**config.mk**
```make
export PLATFORM = sky130hd
export DESIGN_NAME = ctrl_74hc165
export DESIGN_NICKNAME = d
export VERILOG_FILES = /design/src/rtl/ctrl_74hc165.sv
export SDC_FILE = /design/constraint.sdc
export NUM_CORES = 1
export LEC_CHECK = 0
export BUFFER_PORTS_ARGS = -buffer_cell sky130_fd_sc_hd__buf_2
export CAP_MARGIN = 20
export CORE_ASPECT_RATIO = 0.5
export CORE_MARGIN = 2
export CORE_UTILIZATION = 28
export CTS_CLUSTER_DIAMETER = 60
export DETAILED_ROUTE_END_ITERATION = 6
export PLACE_DENSITY = 0.49
export SLEW_MARGIN = 5
export SYNTH_ARGS = -nofsm -noshare
export SYNTH_HDL_FRONTEND = slang
export SYNTH_SLANG_ARGS = --single-unit
```
**constraint.sdc**
```tcl
create_clock -name clk -period 2.5 [get_ports clk]
set_clock_uncertainty 0.05 [all_clocks]
set_input_delay 0.25 -clock clk [delete_from_list [all_inputs] [get_ports clk]]
set_output_delay 0.25 -clock clk [all_outputs]
set_load 0.05 [all_outputs]
```
**src/rtl/ctrl_74hc165.sv**
```systemverilog
// Scan controller for a chain of 74HC165 shift registers: pulses PL, clocks the
// chain MSB-first through a synchronised Q7 and presents the word with a valid strobe.
module ctrl_74hc165 #(
   parameter int WIDTH   = 8,
   parameter int CLK_DIV = 4,
   parameter int AUTO    = 0
) (
   input  logic             clk,
   input  logic             rst,
   input  logic             i_start,
   input  logic             i_q7,
   output logic             o_pl,
   output logic             o_cp,
   output logic             o_busy,
   output logic             o_valid,
   output logic [WIDTH-1:0] o_data
);

   localparam int PW = $clog2(CLK_DIV);
   localparam int BW = $clog2(WIDTH + 1);
   localparam logic [PW-1:0] PH_LAST  = PW'(CLK_DIV - 1);
   localparam logic [BW-1:0] BIT_LAST = BW'(WIDTH);

   typedef enum logic [2:0] {
      S_IDLE = 3'd0,
      S_LOAD = 3'd1,
      S_LOW  = 3'd2,
      S_HIGH = 3'd3,
      S_DONE = 3'd4
   } state_t;

   state_t           state_q, state_d;
   logic [PW-1:0]    phase_q, phase_d;
   logic [BW-1:0]    bit_q, bit_d;
   logic [WIDTH-1:0] shift_q, shift_d;
   logic [WIDTH-1:0] data_q, data_d;
   logic             pl_q, pl_d;
   logic             cp_q, cp_d;
   logic             busy_q, busy_d;
   logic             valid_q, valid_d;
   logic             sync1_q, sync2_q;
   logic             start_s;
   logic             phase_end_s;

   assign start_s     = (AUTO != 0) || i_start;
   assign phase_end_s = (phase_q == PH_LAST);

   // Two-flop synchroniser for the asynchronous Q7 pin
   always_ff @(posedge clk) begin
      if (rst) begin
         sync1_q <= 1'b0;
         sync2_q <= 1'b0;
      end else begin
         sync1_q <= i_q7;
         sync2_q <= sync1_q;
      end
   end

   // Next-state, counters, shift path and pin values
   always_comb begin
      state_d = state_q;
      phase_d = phase_q + PW'(1);
      bit_d   = bit_q;
      shift_d = shift_q;
      data_d  = data_q;
      case (state_q)
         S_IDLE: begin
            phase_d = '0;
            if (start_s) begin
               state_d = S_LOAD;
               bit_d   = '0;
               shift_d = '0;
            end else begin
               state_d = S_IDLE;
            end
         end
         S_LOAD: begin
            if (phase_end_s) begin
               state_d = S_LOW;
               phase_d = '0;
            end else begin
               state_d = S_LOAD;
            end
         end
         S_LOW: begin
            if (phase_end_s) begin
               phase_d = '0;
               shift_d = {shift_q[WIDTH-2:0], sync2_q};
               bit_d   = bit_q + BW'(1);
               if ((bit_q + BW'(1)) == BIT_LAST) begin
                  state_d = S_DONE;
               end else begin
                  state_d = S_HIGH;
               end
            end else begin
               state_d = S_LOW;
            end
         end
         S_HIGH: begin
            if (phase_end_s) begin
               state_d = S_LOW;
               phase_d = '0;
            end else begin
               state_d = S_HIGH;
            end
         end
         S_DONE: begin
            state_d = S_IDLE;
            phase_d = '0;
         end
         default: begin
            state_d = S_IDLE;
            phase_d = '0;
         end
      endcase

      // Pins are decoded from the next state so they switch with the state register
      if (state_d == S_DONE) begin
         data_d = shift_d;
      end else begin
         data_d = data_q;
      end
      pl_d    = (state_d != S_LOAD);
      cp_d    = (state_d == S_HIGH);
      busy_d  = (state_d != S_IDLE);
      valid_d = (state_d == S_DONE);
   end

   // State, counters and registered outputs
   always_ff @(posedge clk) begin
      if (rst) begin
         state_q <= S_IDLE;
         phase_q <= '0;
         bit_q   <= '0;
         shift_q <= '0;
         data_q  <= '0;
         pl_q    <= 1'b1;
         cp_q    <= 1'b0;
         busy_q  <= 1'b0;
         valid_q <= 1'b0;
      end else begin
         state_q <= state_d;
         phase_q <= phase_d;
         bit_q   <= bit_d;
         shift_q <= shift_d;
         data_q  <= data_d;
         pl_q    <= pl_d;
         cp_q    <= cp_d;
         busy_q  <= busy_d;
         valid_q <= valid_d;
      end
   end

   assign o_pl    = pl_q;
   assign o_cp    = cp_q;
   assign o_busy  = busy_q;
   assign o_valid = valid_q;
   assign o_data  = data_q;

endmodule

```
Yosys cells after proc, flatten, opt, wreduce, memory -nomap -nowiden. Index checks and enable logic that the tools add are counted.

$add $sub $neg: 2. Bitwise operators: 1. Mux-type cells: 12. Eq/ne operators: 10. Reduce and logical (&&, ||, !) cells: 6.

Operators by type and width (number): 8-bit two-way mux (2); 8-bit one-hot mux with 2 select lines (1); 3-bit one-hot mux with 4 select lines (1); 3-bit by 2-bit equality test with 1-bit output (second input constant) (3); 4-bit two-way mux (2); 4-bit one-hot mux with 2 select lines (1); 3-bit two-way mux (2); 3-bit OR reduction (2); 4-bit by 1-bit adder with 4-bit output (second input constant) (1); 4-bit equality test (second input constant) (1); 2-bit != test (second input constant) (2); 3-bit by 1-bit equality test with 1-bit output (second input constant) (1); 3-bit equality test (second input constant) (1); 3-bit zero test (1); 3-bit by 1-bit != test with 1-bit output (second input constant) (1); 3-bit AND reduction (1); 3-bit nonzero test (1); 2-bit by 1-bit adder with 2-bit output (second input constant) (1); 2-bit equality test (second input constant) (1); 1-bit two-way mux (2); 2-bit two-way mux (1); 2-bit nonzero test (1); 1-bit NOT (1).

Input port bits: 4. Logic and storage cells: 42. Bits in registers: 31.

Longest topological paths before layout. Gate-level depths: netlist (run 1).

Depth in word-level cells: 6. Gate-level depth with buffers: 7. Gate-level depth less buffers: 5.

Least setup slack after synthesis (run 1). Ideal clock, no wire load.

Path kind: reg2reg. From: register bit_q[0]. To: register data_q[6], in the netlist o_data[6]. Period minus slack after synthesis: 1752 ps. Setup time: 133 ps. Setup slack: 748 ps. Required time: 2317 ps. Path buffers: 1. Cell stages (with the launch flop): 7. Arrival time: 1570 ps. Path through: dfxtp_1 ha_1 nand2_1 a2111oi_4 or2_1 buf_6 a211oi_2.

Cells in the longest elaborated chain, start to end: 6.

RTL lines: start: declaration (RTL line 34) `logic [BW-1:0] bit_q, bit_d;`; start signal: assignment (RTL line 144) `bit_q <= bit_d;`; 4-bit by 1-bit adder with 4-bit output (RTL line 90) `if ((bit_q + BW'(1)) == BIT_LAST) begin`; 4-bit equality test (RTL line 90); 3-bit two-way mux (RTL line 90); 3-bit two-way mux (RTL line 86) `if (phase_end_s) begin`; 3-bit one-hot mux with 4 select lines (RTL line 66) `case (state_q)`; 3-bit equality test (RTL line 118) `if (state_d == S_DONE) begin`; end signal: assignment (RTL line 146) `data_q <= data_d;`; end: declaration (RTL line 36) `logic [WIDTH-1:0] data_q, data_d;`.

No other way between the ends. A chain may end at the register's enable or synchronous reset.

Final worst setup path (run 1).
From: register bit_q[0]. To: register data_q[3], in the netlist o_data[3].

The elaborated chain is that of the path after synthesis.

==> results.yml, run 1 <==
run_status:
  status: "completed"
clocking:
  cts_hold_repair.buffers: 0
  cts.repair_timing.setup_buffer_count: 0
  max-clock-path-buffers: 2
  clkTransAtPathRegs_ps: 60
  clk_root_buffer_cell: "clkbuf_8"
  cts-htree-levels: 2
  number_of_gates_resized_after_cts: 0
  clk_latency_ps: 280
  cts_made_buffers: 5
  tritoncts: "done"
  cts_num_sinks: 30
yosys:
  ys_seq_elements: 30
  combinational_family_with_the_most_area_after_synthesis: "compound AO/OA/AOI/OAI gates"
  post_synth.cell_area_avg_sq_um: 9.213
  synth_cell_type_count: 38
  synth_flop_cell: "dfxtp_1"
  synthesis.area_sq_um: 1318
  yosys_warnings: 0
  synth.area.top_cells: "dfxtp_1 46%, nor2_1 4.8%, a21oi_1 4.2%, o21ai_2 3.3%, a211oi_2 2.8%"
  synthMuxAreaShare: 0
  share_of_synthesized_area_occupied_by_flip_flops_and_latches: 0.4558
  synth-adder-area-share: 0.02849
  post_synth_most_frequent_cells: "30 x dfxtp_1, 17 x nor2_1, 11 x a21oi_1"
  synth-async-reset-ratio: 0
  synth_top_cell_area_share: 0.4558
  synth_compound_area_frac: 0.2450
  synth-simple-area-share: 0.2346
  synth_edf_count: 0
  synth.most_common_cell: "dfxtp_1"
  synthesis.nets: 150
  synth_area_leader_cell: "dfxtp_1"
  synth_cells: 143
  synth-xor-area-share: 0
cells_and_area:
  diodes: 0
  final_net_count: 169
  layout.core_utilization: 0.3515
  flow.area_growth_from_synthesis_pct: 19.18
  post_route_cells_drive_above_1_share: 0.2407
die:
  pin_count: 16
  coreArea_sq_um: 4467
  die_y_um: 52.51
  start_util: 0.2950
  row_count: 17
  die_area_sq_um: 5304
  width_of_the_die_um: 101.0
setup_path:
  worstPathRequired_ps: 2590
  arrival_ps: 1950
  worstReg2RegStart: "bit_q[0]$_SDFFE_PP0P_"
  worst-path-max-fanout: 8
  crit_path_launch: "bit_q[0]$_SDFFE_PP0P_"
  worst-setup-path-type: "flop to flop"
  worstRegToRegCells: 5
  rr_endpoint: "o_data[3]$_SDFFE_PP0N_"
  setup.worst_path.end_class: "flop"
  crit_path_start_kind: "flop"
  ff_to_ff_setup_slack_ps: 640
route:
  drt_pass1_iterations: 4
  post-route-drc-count: 0
  drt-wirelength-per-cell_um: 12.50
  routed_wl_um: 2737
  ant_nets_after_route: 0
  dr_total_vias: 1047
  viasPerCell: 4.781
  drt-initial-drc-count: 37
min_path:
  worstHoldPathType: "primary input to flop"
  min_to: "sync1_q$_SDFF_PP0_"
  hold_path_depth: 2
  min-delay-start: "i_q7"
timing:
  clock.fmax_ghz: 0.5389
  rsz_0062_raised_after_global_routing: "false"
  setup-tns-final_ps: 0
  max_slew.worst_pin.slew_ps: 492.3
  slew_headroom: 0.6683
  period_minus_slack_ps: 1856
  setup_viol: 0
  final_min_period_over_clock_period: 0.7423
  maxSlewViolCount: 0
  fin_hold_viols: 0
global_route:
  grt_start_max_net_pins: 24
  grt_antenna_before_repair: 0
  via_count_of_the_first_global_routing_pass: 945
  first_pass_grt_wire_length_um: 4629
  global_route_total_overflow: 0
  grtUsageTotal: 0.1166
flow_run:
  timing.max_cap.violations: 0
power_and_ir_drop:
  ir_worst_vdd_v: 0.0002082
  power_leakage_nw: 0.5855
  pwr_density_cell_nw_per_um2: 656.5
placed_design:
  input_output_buffers: 15
  place_congestion: 0.7559
  post-dp-hpwl_um: 1903
power by group:
part / leakage (nW) / total, mW / switching (mW) / internal [mW]
logic: 0.285 / 0.0503 / 0.0356 / 0.0147
registers: 0.243 / 0.489 / 0.00384 / 0.485
clock network: 0.0573 / 0.492 / 0.174 / 0.318
total: 0.586 / 1.03 / 0.213 / 0.818
cell usage in the layout, fill, tap and decap left out, drive strengths merged:
cell	Yosys	layout
nand4bb	2	2
o31ai	1	1
nand3	1	1
a211oi	4	4
o22ai	1	1
dfxtp	30	30
nor4b	1	1
bufinv	0	1
a21bo	1	1
a21o	1	1
nor2b	5	5
and2b	1	1
or3	2	2
nor2	18	18
a31oi	4	4
a2bb2oi	3	3
o211ai	5	5
and2	3	3
a21oi	11	11
nor4	3	3
a311oi	1	1
nand2	10	10
inv	3	3
o21ai	8	8
or2	2	2
a2111oi	1	1
nand3b	1	1
clkbuf	4	6
a22oi	1	1
nor3	4	4
ha	3	3
nand2b	5	5
buf	3	19
worst max path at each step:
stage          depth (start not counted)                      to
5_1_grt                                5  o_data[6]$_SDFFE_PP0N_
4_1_cts                                5  o_data[3]$_SDFFE_PP0N_
3_5_place_dp                           5  o_data[3]$_SDFFE_PP0N_
3_3_place_gp                           5  o_data[6]$_SDFFE_PP0N_
2_1_floorplan                          6  o_data[6]$_SDFFE_PP0N_
6_report                               5  o_data[3]$_SDFFE_PP0N_
flip-flops by register name (all words and copies together), names as in the netlist:
signal,flops
o_data,8
shift_q,7
bit_q,4
state_q,3
phase_q,2
o_busy,1
o_cp,1
o_pl,1
o_valid,1
sync1_q,1
sync2_q,1
worst max-delay path, cell delays in order, from the launching register on:
cell and delay [ps]:
dfxtp_1 430, ha_1 200, nand2_1 120, a2111oi_4 340, or2_1 450, a211oi_2 130
stage by stage:
step | hold slack [ps] | total power, mW | cell area [sq um] | cells | setup WS, ps
final | 157.9 | 1.031 | 1570 | 219 | 644.3
after global routing | 185.3 | 1.074 | 1570 | 219 | 465.4
after CTS | 151.8 | 1.047 | 1570 | 219 | 618.8
after detailed placement | 373.6 | 0.5499 | 1458 | 212 | 627.8
after global placement | 367.2 | 0.5499 | 1458 | 212 | 656.1
after floorplan | 319.5 | 0.5362 | 1318 | 143 | 747.6
cell type report:
type,instances,area [sq um]
clock buffers,6,82.58
clock inverters,1,30.03
fillers,464,2897
inverters,3,11.26
multi-input cells,103,669.4
flip-flops and latches,30,600.6
well taps,57,71.32
repair buffers,19,105.1
metal layers:
metal	share of wire	vias up	GRT usage	wire length, um
li1	-	551	-	-
met1	0.54	479	0.1521	1479
met2	0.42	17	0.1722	1151
met3	0.039	0	0.04267	107
met4	0	0	0.05405	0
met5	0	-	0	0
kinds of logic (layout without fill, tap and decap cells):
| group | after synthesis | count (layout) |
|---|---|---|
| AO/OA/AOI/OAI | 42 | 42 |
| flip-flops | 30 | 30 |
| AND/OR/NAND/NOR | 58 | 58 |
| adder cells (fa/ha/maj) | 3 | 3 |
| buffers and inverters | 10 | 29 |
Power figures use the tool's default switching activity.
==> run 2, diff against run 1 <==
PLACE_DENSITY = 0.51   (was 0.49)
clock period = 1.65 ns   (was 2.5 ns; I/O delays follow)
==> run 2 against run 1 <==
  * Via count increased by 6.3%
  * Clock power increased by 87%
  * Total power increased by 70%
  * Routed wire length increased by 9.4%
  * Sequential share of layout area decreased by 3.7 points
  * Critical path type unchanged
  * Largest cell class unchanged
==> results.yml, run 2 (synthesis gave the netlist of run 1 again) <==
cells_and_area:
  layout_commonest_cell: "dfxtp_1"
  multi_input_logic_area_sq_um: 749.5
  layout.core_utilization: 0.3955
  layoutNonFillerInstCount: 229
  area.sequential_sq_um: 610.6
  final_net_count: 178
  fill_cells: 455
  largest_reg_flops: 8
  diodes: 0
  most-common-layout-cells: "26 x dfxtp_1, 17 x nor2_1, 16 x buf_2, 10 x a21oi_1"
  flow.area_growth_from_synthesis_pct: 34.09
  post_route_cells_drive_above_1_share: 0.3663
power_and_ir_drop:
  power_leakage_nw: 0.6467
  ir_worst_vdd_v: 0.0003426
  pwr_density_cell_nw_per_um2: 989.3
  design_power_total_mw: 1.748
global_route:
  grtUsageTotal: 0.1263
  global_route_total_overflow: 0
  via_count_of_the_first_global_routing_pass: 1052
  first_pass_grt_wire_length_um: 5023
  grt_start_max_net_pins: 14
  grt_antenna_before_repair: 0
min_path:
  worstHoldPathType: "primary input to flop"
die:
  pin_count: 16
  width_of_the_die_um: 101.0
  die_y_um: 52.51
  start_util: 0.2950
  coreArea_sq_um: 4467
  row_count: 17
  die_area_sq_um: 5304
clocking:
  cts-htree-levels: 2
  cts_num_sinks: 30
  max-clock-path-buffers: 2
  tritoncts: "done"
  cts_made_buffers: 5
  clk_root_buffer_cell: "clkbuf_8"
  clk_latency_ps: 280
  clkTransAtPathRegs_ps: 70
setup_path:
  worst-path-max-fanout: 5
  cp_num_buf_inv: 1
  setup.worst_path.end_class: "flop"
  path_cells: "nand3b_1 -> a2111oi_4 -> or2_4 -> buf_6 -> o21ai_2"
  cp_slowest_stage_delay_ps: 460
  crit_family: "compound AO/OA/AOI/OAI gates"
  worstPathRequired_ps: 1760
  worst-setup-path-type: "flop to flop"
  worst_path_slowest_cell: "a2111oi_4"
  crit_path_start_kind: "flop"
  arrival_ps: 1700
timing:
  setup_viol: 0
  final_min_period_over_clock_period: 0.9620
  clock.fmax_ghz: 0.6300
  rsz_0062_raised_after_global_routing: "true"
  max_slew.worst_pin.slew_ps: 354.4
  final.hold.worst_slack_ps: 56.49
  fin_hold_viols: 0
  slew_headroom: 0.7612
  setup-tns-final_ps: 0
  period_minus_slack_ps: 1587
  maxSlewViolCount: 0
route:
  ant_nets_after_route: 0
  post-route-drc-count: 0
  viasPerCell: 4.860
  dr_total_vias: 1113
  drt-initial-drc-count: 46
  routed_wl_um: 2995
  drt-wirelength-per-cell_um: 13.08
  drt_pass1_iterations: 4
placed_design:
  place_congestion: 0.8266
  input_output_buffers: 15
  post-dp-hpwl_um: 2200
  placed_cells_incl_taps: 219
run_status:
  status: "completed"
flow_run:
  timing.max_cap.violations: 0
run 2: layout make-up:
cell class              instances  share of cell area
inverters                       3            0.006374
multi-input cells             103              0.4242
well taps                      57             0.04037
flip-flops and latches         30              0.3456
repair buffers                 28              0.1027
clock buffers                   6             0.04674
clock inverters                 2             0.03399
run 2: path summary, 6_finish.rpt:
path | start | endpoint | slack, ps | cells after the start
worst max-delay path | bit_q[3]$_SDFFE_PP0P_ | o_data[7]$_SDFFE_PP0N_ | 60 | 5
worst min-delay path | i_q7 | sync1_q$_SDFF_PP0_ | 60 | 2
worst max register to register | bit_q[3]$_SDFFE_PP0P_ | o_data[7]$_SDFFE_PP0N_ | 60 | 5
worst min register to register | sync1_q$_SDFF_PP0_ | sync2_q$_SDFF_PP0_ | 390 | 1
run 2: what timing repair did:
action	CTS	global route
pin swaps	0	4
resized for setup	2	13
buffers inserted	0	1
endpoints found under the setup margin	1	4
gates cloned	0	1
hold buffers	0	0
run 2: metal layers:
metal,vias to the layer above,track usage,share of wire,routed length (um)
li1,571,-,-,-
met1,522,0.1717,0.54,1615
met2,18,0.1867,0.42,1253
met3,2,0.04133,0.034,101
met4,0,0.04730,0.0080,24
met5,-,0,0,0
run 2: power by group:
group	switching, mW	internal, mW
Sequential	0.00461	0.731
Clock	0.274	0.644
Combinational	0.0606	0.0328
run 2: per-stage QoR:
| step | worst slack [ps] | instance area (sq um) |
|---|---|---|
| 6_report | 62.71 | 1767 |
| 5_1_grt | -2.612 | 1767 |
| 4_1_cts | 65.99 | 1697 |
| 3_5_place_dp | -25.25 | 1553 |
| 3_3_place_gp | -55.02 | 1553 |
| 2_1_floorplan | 3.687 | 1360 |
run 2: worst register-to-register path: cells and delay by family (launching register included):
family | cells | cell delay [ps]
compound gates | 2 | 520
buf+inv | 1 | 130
flops | 1 | 340
simple gates | 2 | 430
==> run 3, diff against run 2 <==
ABC_AREA = 1   (was not set)
CTS_CLUSTER_SIZE = 14   (was not set)
==> run 3 against run 2 <==
  * Hold slack worse by 11 ps
  * Sequential power grew 3.8%
  * Sequential share of layout area is 6.2 points higher
  * Combinational power is 20% lower
  * Critical endpoint is now o_data[5]$_SDFFE_PP0N_
  * Critical path type unchanged
  * Largest cell class is now sequential cells
  * Total power fell by 19%
  * Register-to-register slack better by 80 ps
  * Fmax grew 5.5%
  * Non-clock buffer count decreased by 9
==> results.yml, run 3 <==
die:
  start_util: 0.2924
  width_of_the_die_um: 100.1
  pin_count: 16
  coreArea_sq_um: 4424
  die_area_sq_um: 5213
  row_count: 17
  die_y_um: 52.07
cells_and_area:
  flow.area_growth_from_synthesis_pct: 17.79
  layout_commonest_cell: "nand2_1"
  final_net_count: 201
  post_route_cells_drive_above_1_share: 0.1795
  diodes: 0
  layout.core_utilization: 0.3445
  most-common-layout-cells: "33 x nand2_1, 31 x nor2_1, 30 x dfxtp_1, 21 x inv_1, 15 x buf_2"
power_and_ir_drop:
  clockPowerShare: 0.404
  pwr_density_cell_nw_per_um2: 923.9
  power.combinational.fraction: 0.053
  power_leakage_nw: 0.7125
  p_sw_frac: 0.2370
  design_power_total_mw: 1.408
  seq_power_share: 0.542
  power_report.internal_total_mw: 1.074
  total_switching_power_uw: 333.7
  ir_worst_vdd_v: 0.0002187
timing:
  setup_slack_ps: 145.0
  max_slew.worst_pin.slew_ps: 428.3
  period_minus_slack_ps: 1505
  slew_headroom: 0.7144
  maxSlewViolCount: 0
  clock.fmax_ghz: 0.6645
  final_min_period_over_clock_period: 0.9121
  setup_viol: 0
  fin_hold_viols: 0
setup_path:
  path_cells: "ha_1 -> inv_1 -> nand2_1 -> nand2_1 -> nor2_2 -> nand3_1 -> buf_4 -> nor2_1 -> nor2_1"
  cp_slowest_stage_delay_ps: 360
  arrival_ps: 1630
  worstPathRequired_ps: 1770
  setup.worst_path.end_class: "flop"
  worst-path-max-fanout: 10
  worst_path_slowest_cell: "dfxtp_2"
  crit_family: "simple AND/OR/NAND/NOR gates"
  worst-setup-path-type: "flop to flop"
  crit_path_start_kind: "flop"
  cp_num_buf_inv: 2
route:
  m1WireLength_um: 1531
  drt-wirelength-per-cell_um: 10.70
  drt-initial-drc-count: 88
  post-route-drc-count: 0
  routed_wl_um: 2696
  detailroute.wirelength.met3_um: 90
  dr_total_vias: 1089
  viasPerCell: 4.321
  ant_nets_after_route: 0
  drt_pass1_iterations: 6
  met2_wirelength_from_detailed_routing_um: 1022
  highest_layer: "met4"
yosys:
  ys_seq_elements: 31
  synth_area_leader_cell: "dfxtp_1"
  yosys_warnings: 0
  synth_flop_cell: "dfxtp_1"
  synth.area.top_cells: "dfxtp_1 48%, nand2_1 9.6%, nor2_1 9.0%, inv_1 6.1%, o21ai_0 5.4%"
  post_synth.cell_area_avg_sq_um: 7.478
  synth_edf_count: 0
  synth_cells: 173
  synthesis.area_sq_um: 1294
  synthesis.nets: 180
  synth.most_common_cell: "nand2_1"
  synth_cell_type_count: 27
  synth_top_cell_area_share: 0.4797
  share_of_synthesized_area_occupied_by_flip_flops_and_latches: 0.4797
  synth-async-reset-ratio: 0
  post_synth_most_frequent_cells: "33 x nand2_1, 31 x dfxtp_1, 31 x nor2_1"
clocking:
  cts_made_buffers: 5
  clkTransAtPathRegs_ps: 60
  max-clock-path-buffers: 2
  clk_root_buffer_cell: "clkbuf_8"
  cts_num_sinks: 31
  clk_latency_ps: 280
  tritoncts: "done"
  cts_hold_repair.buffers: 0
  cts-htree-levels: 2
  cts.repair_timing.setup_buffer_count: 0
min_path:
  worstHoldPathType: "primary input to flop"
global_route:
  grtUsageTotal: 0.1191
  via_count_of_the_first_global_routing_pass: 966
  first_pass_grt_wire_length_um: 4650
  grt_start_max_net_pins: 22
  global_route_total_overflow: 0
  grt_antenna_before_repair: 0
placed_design:
  input_output_buffers: 15
  post-place-ws_ps: 146.9
  post-dp-hpwl_um: 1941
  place_congestion: 0.8646
run_status:
  status: "completed"
flow_run:
  timing.max_cap.violations: 0
[run 3: cell types whose count changed in the layout (fill, tap and decap cells not counted), sizes merged, moves of 5 or more]
cell    change
nand2      +25
nor2b       -5
buf         -9
nand2b      -5
nor2       +16
inv        +20
o21ai      +11
[run 3: final timing paths]
check                                               to  slack [ps]             startpoint  depth (start not counted)
worst max-delay path            o_data[5]$_SDFFE_PP0N_         150  bit_q[1]$_SDFFE_PP0P_                          9
worst min-delay path                sync1_q$_SDFF_PP0_          50                   i_q7                          3
worst max register to register  o_data[5]$_SDFFE_PP0N_         150  bit_q[1]$_SDFFE_PP0P_                          9
worst min register to register      sync2_q$_SDFF_PP0_         360     sync1_q$_SDFF_PP0_                          2
[run 3: stage by stage]
stage / TNS, ps / cells / cell area, sq um / hold WS (ps)
5_1_grt: -29.95 / 252 / 1524 / 57.82
4_1_cts: 0 / 252 / 1520 / 37.82
3_3_place_gp: 0 / 244 / 1439 / 321.0
6_report: 0 / 252 / 1524 / 45.12
3_5_place_dp: 0 / 244 / 1439 / 334.5
2_1_floorplan: 0 / 173 / 1294 / 180.9
[run 3: layout make-up]
| class | count | area [sq um] |
|---|---|---|
| clock inverter | 1 | 5.005 |
| inverter | 23 | 88.84 |
| clock buffer | 7 | 76.32 |
| sequential | 31 | 621.8 |
| tap | 57 | 71.32 |
| fill | 486 | 2900 |
| timing repair buffer | 19 | 105.1 |
| multi-input combinational | 114 | 555.5 |
[run 3: cell families (layout without fill, tap and decap cells)]
kind of cell    after synthesis  after routing  synth area share
flops                        31             31            0.4797
simple gates                 83             83            0.2795
buf+inv                      28             50           0.09091
compound gates               28             28            0.1209
fa+ha+maj                     3              3           0.02902
[run 3: power by group through the flow]
stage	clock network (mW)	logic [mW]	registers (mW)
CTS	0.586	0.0753	0.764
finish	0.569	0.0748	0.764
detailed placement	0	0.0752	0.781
global route	0.629	0.0838	0.764
floorplan	0	0.0401	0.795
global placement	0	0.0752	0.780
[run 3: what timing repair did]
| item | 4_1_cts | 5_1_grt |
|---|---|---|
| gates resized for setup | 0 | 2 |
| endpoints found under the setup margin | 0 | 6 |
| hold endpoints to repair | 0 | 0 |
[run 3: metal layers]
| layer | GRT usage | vias to the layer above |
|---|---|---|
| li1 | - | 580 |
| met1 | 0.1714 | 490 |
| met4 | 0.06849 | 0 |
| met3 | 0.03763 | 5 |
| met2 | 0.1521 | 14 |
| met5 | 0 | - |
[run 3: tightest hold or removal path, cell delays in order]
cell and delay (ps):
buf_2 80, inv_1 30, nor2_1 70
